`src/rtl/dis_frame_wr_ctrl.sv`:
```
// Display frame write-back: takes deblocked 4x4 blocks and writes them row by row
// into the planar QCIF frame RAM, pulsing end_of_one_frame after the last block.
module dis_frame_wr_ctrl #(
  parameter int PIC_W_MB = 11,
  parameter int PIC_H_MB = 9
) (
  input  logic         clk,
  input  logic         reset_n,
  input  logic         blk_valid,
  output logic         blk_ready,
  input  logic [1:0]   blk_comp,
  input  logic [5:0]   blk_x,
  input  logic [5:0]   blk_y,
  input  logic [127:0] blk_data,
  output logic         dis_frame_RAM_wr,
  output logic [13:0]  dis_frame_RAM_wr_addr,
  output logic [31:0]  dis_frame_RAM_din,
  output logic         end_of_one_frame,
  output logic         blk_err
);

  localparam int LUMA_PITCH   = PIC_W_MB * 4;
  localparam int CHROMA_PITCH = PIC_W_MB * 2;
  localparam int CB_BASE      = PIC_W_MB * PIC_H_MB * 16 * 16 / 4;
  localparam int CR_BASE      = CB_BASE + CB_BASE / 4;
  localparam int TOTAL_BLKS   = PIC_W_MB * PIC_H_MB * 24;
  localparam int LUMA_ROWS    = PIC_H_MB * 4;
  localparam int CHROMA_ROWS  = PIC_H_MB * 2;

  typedef enum logic [1:0] {S_IDLE, S_WR, S_EOF} state_t;

  state_t        state_q, state_d;
  logic [1:0]    row_q, row_d;
  logic [11:0]   cnt_q, cnt_d;
  logic          wr_q, wr_d;
  logic [13:0]   addr_q, addr_d;
  logic [31:0]   din_q, din_d;
  logic          eof_q, eof_d;
  logic          err_q, err_d;
  logic          ready_q, ready_d;

  logic [127:0]  data_q;
  logic [6:0]    pitch_q;
  logic          load;

  logic          legal;
  logic [13:0]   base_in;
  logic [6:0]    pitch_in;
  logic [13:0]   x14, y14;
  logic [1:0]    row_nxt;

  assign x14     = 14'(blk_x);
  assign y14     = 14'(blk_y);
  assign row_nxt = row_q + 2'd1;

  // Block-origin address and range check; all arithmetic is 14 bits wide,
  // which covers the largest legal address (9503) without wrap.
  always_comb begin
    legal    = 1'b0;
    base_in  = '0;
    pitch_in = '0;
    case (blk_comp)
      2'd0: begin
        legal    = (blk_x < 6'(LUMA_PITCH)) && (blk_y < 6'(LUMA_ROWS));
        base_in  = y14 * 14'(4 * LUMA_PITCH) + x14;
        pitch_in = 7'(LUMA_PITCH);
      end
      2'd1: begin
        legal    = (blk_x < 6'(CHROMA_PITCH)) && (blk_y < 6'(CHROMA_ROWS));
        base_in  = 14'(CB_BASE) + y14 * 14'(4 * CHROMA_PITCH) + x14;
        pitch_in = 7'(CHROMA_PITCH);
      end
      2'd2: begin
        legal    = (blk_x < 6'(CHROMA_PITCH)) && (blk_y < 6'(CHROMA_ROWS));
        base_in  = 14'(CR_BASE) + y14 * 14'(4 * CHROMA_PITCH) + x14;
        pitch_in = 7'(CHROMA_PITCH);
      end
      default: legal = 1'b0;
    endcase
  end

  always_comb begin
    state_d = state_q;
    row_d   = row_q;
    cnt_d   = cnt_q;
    wr_d    = 1'b0;
    addr_d  = addr_q;
    din_d   = din_q;
    eof_d   = 1'b0;
    err_d   = 1'b0;
    ready_d = 1'b0;
    load    = 1'b0;
    case (state_q)
      S_IDLE: begin
        ready_d = 1'b1;
        if (blk_valid && ready_q) begin
          if (legal) begin
            load    = 1'b1;
            state_d = S_WR;
            row_d   = 2'd0;
            wr_d    = 1'b1;
            addr_d  = base_in;
            din_d   = blk_data[31:0];
            ready_d = 1'b0;
          end else begin
            err_d = 1'b1;
          end
        end
      end
      S_WR: begin
        if (row_q == 2'd3) begin
          if (cnt_q == 12'(TOTAL_BLKS - 1)) begin
            cnt_d   = '0;
            state_d = S_EOF;
            eof_d   = 1'b1;
          end else begin
            cnt_d   = cnt_q + 12'd1;
            state_d = S_IDLE;
            ready_d = 1'b1;
          end
        end else begin
          row_d  = row_nxt;
          wr_d   = 1'b1;
          addr_d = addr_q + 14'(pitch_q);
          din_d  = data_q[{row_nxt, 5'b0} +: 32];
        end
      end
      S_EOF: begin
        // Buffer-swap cycle: no write is ever issued alongside the pulse.
        ready_d = 1'b1;
        state_d = S_IDLE;
      end
      default: state_d = S_IDLE;
    endcase
  end

  always_ff @(posedge clk) begin
    if (!reset_n) begin
      state_q <= S_IDLE;
      row_q   <= '0;
      cnt_q   <= '0;
      wr_q    <= 1'b0;
      addr_q  <= '0;
      din_q   <= '0;
      eof_q   <= 1'b0;
      err_q   <= 1'b0;
      ready_q <= 1'b0;
    end else begin
      state_q <= state_d;
      row_q   <= row_d;
      cnt_q   <= cnt_d;
      wr_q    <= wr_d;
      addr_q  <= addr_d;
      din_q   <= din_d;
      eof_q   <= eof_d;
      err_q   <= err_d;
      ready_q <= ready_d;
    end
  end

  always_ff @(posedge clk) begin
    if (load) begin
      data_q  <= blk_data;
      pitch_q <= pitch_in;
    end
  end

  assign blk_ready             = ready_q;
  assign dis_frame_RAM_wr      = wr_q;
  assign dis_frame_RAM_wr_addr = addr_q;
  assign dis_frame_RAM_din     = din_q;
  assign end_of_one_frame      = eof_q;
  assign blk_err               = err_q;

endmodule

```
`config.mk`:
```
export PLATFORM = sky130hd
export DESIGN_NAME = dis_frame_wr_ctrl
export DESIGN_NICKNAME = d
export VERILOG_FILES = /design/src/rtl/dis_frame_wr_ctrl.sv
export SDC_FILE = /design/constraint.sdc
export NUM_CORES = 1
export LEC_CHECK = 0
export ABC_AREA = 1
export CELL_PAD_IN_SITES_DETAIL_PLACEMENT = 0
export CELL_PAD_IN_SITES_GLOBAL_PLACEMENT = 1
export CORE_MARGIN = 5
export CORE_UTILIZATION = 36
export DETAILED_ROUTE_END_ITERATION = 12
export HOLD_SLACK_MARGIN = 0.12
export PLACE_DENSITY_LB_ADDON = 0.1
export RECOVER_POWER = 25
export SYNTH_ARGS = -nofsm -noshare
export SYNTH_HDL_FRONTEND = slang
export SYNTH_SLANG_ARGS = --single-unit
```
`constraint.sdc`:
```
create_clock -name clk -period 4.23 [get_ports clk]
set_input_delay 0.6345 -clock clk [delete_from_list [all_inputs] [get_ports clk]]
set_output_delay 0.6345 -clock clk [all_outputs]
set_load 0.005 [all_outputs]
```
==> flow_metrics.py <==
metrics = {
    "min_path": {
        "hp-class": "reg2reg",
        "hold-path-endpoint": "dis_frame_RAM_din[6]",
        "worst_hold_startpoint": "dis_frame_RAM_din[6]",
        "hold_depth": 2,
    },
    "yosys": {
        "synth_cell_type_count": 51,
        "syn_inst": 996,
        "synthArstFlopShare_pct": 0,
        "syn_nets": 1197,
        "synthFlopType": "edfxtp_1",
        "ys_seq_area_share_pct": 53.20,
        "synth_edf_count": 131,
        "syn_area_um2": 9877,
        "synth_seq_cells": 197,
        "avgSynthCellArea_um2": 9.917,
        "yosys_warnings": 0,
    },
    "detailed_routing": {
        "dr.first_iter.drc_count": 397,
        "vias": 7719,
        "drc": 0,
        "drt-wirelength-per-cell_um": 17.54,
        "ant_nets": 0,
        "drtPass1Iterations": 5,
        "viasPerCell": 4.967,
        "totalWireLength_um": 27260,
    },
    "global_routing": {
        "grt-ovfl-total": 0,
        "grt_pass1_vias": 7678,
        "grt_antenna_before_repair": 7,
        "track_usage_pct": 17.42,
        "grt_max_degree": 43,
        "grt_pass1_wl_um": 42800,
    },
    "critical_path": {
        "cpMostUsedCell": "nand2_1",
        "crit_path_top_delay_cell": "clkdlybuf4s50_1",
        "rr_worst_depth": 9,
        "r2r_start": "state_q[1]",
        "cp.arrival_ns": 4.03,
        "reg2reg_slack_ns": 1.57,
        "worstPathMaxFanout": 6,
        "r2r-end": "row_q[0]",
        "worstPathCellList": "clkdlybuf4s50_1 -> ha_1 -> fa_1 -> ha_1 -> inv_1 -> nand2_1 -> nand3_1 -> nand2_1 -> ha_1 -> a21oi_1 -> nand3_1 -> a21oi_1 -> nor2_1 -> nor2_1 -> nand2_1 -> nand3_1 -> nand2_1 -> a21oi_1",
        "cp_slowest_stage_delay_ns": 0.49,
        "crit_path_end_kind": "flop",
        "crit_type": "in2reg",
        "critPathRequiredTime_ns": 4.59,
        "cp-start-kind": "input pin",
    },
    "clock_network": {
        "path_clk_slew_ns": 0.08,
        "cts_num_sinks": 197,
        "clockBufferDepth": 2,
        "clock-root-buffer": "clkbuf_16",
        "cts_setup_buffers": 0,
        "cts_buffers": 17,
        "insertion_delay_ns": 0.43,
        "cts_tree": "built",
        "cts-resized-gates": 0,
        "htreeDepth": 4,
        "cts_hold_buf": 0,
    },
    "flow_run": {
        "cap_violations": 0,
    },
    "timing": {
        "finalSetupTns_ns": 0,
        "grt_setup_unrepaired": "false",
        "fmax_mhz": 272.2,
        "setup_viol": 0,
        "maxSlewViolCount": 0,
        "fin_skew_ns": 0.01990,
        "worst_pin_slew_ns": 0.9892,
        "finalCriticalPeriod_ns": 3.673,
        "finalHoldViolCount": 0,
        "slew_headroom_pct": 33.89,
        "fin_crit_sh_pct": 86.84,
    },
    "floorplanning": {
        "core.rowCount": 60,
        "core_region_area_um2": 26950,
        "die_x_um": 175.6,
        "pin_count": 195,
        "dieArea_um2": 30850,
        "start_util_pct": 36.65,
        "die_h_um": 175.6,
    },
    "layout": {
        "drive_gt1_share_pct": 6.534,
        "fillCellCount": 2607,
        "multi_input_area_um2": 4074,
        "final_nets": 1397,
        "layout_commonest_cell": "nand2_1",
        "area_growth_pct": 31.18,
        "final_cell_mix": "nand2_1 (199), edfxtp_1 (131), clkdlybuf4s50_1 (100)",
        "register_area_um2": 5259,
    },
    "power_and_ir_drop": {
        "combPwrFrac_pct": 17.9,
        "fin_total_pwr_uw": 4627,
        "pwr-share-seq_pct": 45.2,
        "clkPwrFrac_pct": 36.9,
        "vdd_drop_max_mv": 0.2795,
        "sw_frac_of_total_pct": 29.40,
        "switchingPower_uw": 1361,
        "p_int_uw": 3267,
        "power.density_nw_per_um2": 357.2,
        "leakage_uw": 0.004923,
    },
    "run_status": {
        "status": "finished clean",
    },
    "placement": {
        "place.gp.congestion": 0.8066,
        "dpl.hpwl_um": 20080,
        "place.port_buffers": 194,
    },
}
[logic make-up after synthesis]
| kind of cell | share of synthesized area, % |
|---|---|
| AOI/OAI and AO/OA | 9.843 |
| xor gates and xnor gates | 0.4434 |
| adders and majority gates | 7.626 |
| buffers and inverters | 5.548 |
| DFF | 53.20 |
| muxes | 6.499 |
| and+or+nand+nor | 16.84 |
[worst max-delay path, delay by kind of cell]
kind                     cells  cell delay, ns
adder cells (fa/ha/maj)      4            1.56
AO/OA/AOI/OAI                3            0.50
buffers and inverters        2            0.59
AND/OR/NAND/NOR              9            0.74
[registers in the layout, summed over array words and instances (netlist names)]
register	cells
dis_frame_RAM_wr	1
pitch_q	3
dis_frame_RAM_din	32
state_q	2
cnt_q	12
end_of_one_frame	1
dis_frame_RAM_wr_addr	14
blk_ready	1
row_q	2
data_q	128
blk_err	1
[area by class of cell]
type,count,share of cell area [%]
Antenna cell,4,0.07726
Multi-Input combinational cell,662,31.44
Tap cell,341,3.293
Sequential cell,197,40.59
Clock inverter,15,1.574
Inverter,99,2.916
Clock buffer,17,3.283
Timing Repair Buffer,219,16.82
[power groups by stage]
stage,Clock (uW),Combinational (uW),Sequential (uW)
2_1_floorplan,0,501,2140
3_3_place_gp,0,847,2130
3_5_place_dp,0,845,2140
4_1_cts,1760,851,2090
5_1_grt,1820,949,2090
6_report,1710,828,2090
[how the worst max path moves through the flow]
stage	start	to	slack [ns]
final	blk_y[1]	dis_frame_RAM_wr_addr[11]	0.56
after global routing	blk_y[2]	dis_frame_RAM_wr_addr[11]	0.19
after CTS	blk_y[1]	dis_frame_RAM_wr_addr[11]	0.57
after detailed placement	blk_y[1]	dis_frame_RAM_wr_addr[11]	0.13
after global placement	blk_y[5]	dis_frame_RAM_wr_addr[13]	0.22
after floorplan	blk_comp[0]	dis_frame_RAM_wr_addr[0]	0.51
[through the flow]
step	hold WS [ns]	cell area (um^2)	utilization, %	setup slack (ns)	instances
floorplan	0.4556	9881	-	0.5115	996
global route	0.4878	12960	48.07	0.1911	1554
CTS	0.4696	12950	48.04	0.5661	1550
global placement	0.4519	12320	45.70	0.2160	1518
detailed placement	0.4568	12320	45.70	0.1282	1518
finish	0.4666	12960	48.07	0.5566	1554
[cell usage after synthesis, types with 2 or more instances]
master    number  area share (%)
o21a_1         2            0.15
buf_1          2           0.076
xor2_1         4            0.35
a21oi_1       65             3.3
and2_1         2            0.13
clkbuf_1      15            0.57
nand3_1       57             2.9
nand2_1      199             7.6
fa_1           7             1.4
nor2_4         2            0.23
o21ai_1        4            0.20
nand2_2        2            0.13
o221ai_1      32             2.8
a221oi_1       2            0.18
ha_1          49             6.2
o22ai_1        2            0.13
nor3_1         9            0.46
nor2_1        80             3.0
o211ai_1       2            0.15
a31oi_1        3            0.19
nor3b_1        2            0.15
nand4_1        9            0.57
buf_2         19            0.96
mux2i_1       63             6.4
o21ai_0       39             2.0
nand3_2        2            0.20
dfxtp_1       66              13
edfxtp_1     131              40
inv_1         94             3.6
nor4_1         4            0.25
inv_2          4            0.15
nand3b_1       3            0.23
buf_4          2            0.15
[layer usage]
metal / wire length (um) / vias up / global-route usage (%)
met1: 13170 / 3644 / 24.56
met2: 12350 / 169 / 27.42
met4: 383 / 2 / 4.418
li1: - / 3881 / -
met5: 7 / - / 0
met3: 1344 / 23 / 3.788
(Power assumes the default switching activity.)
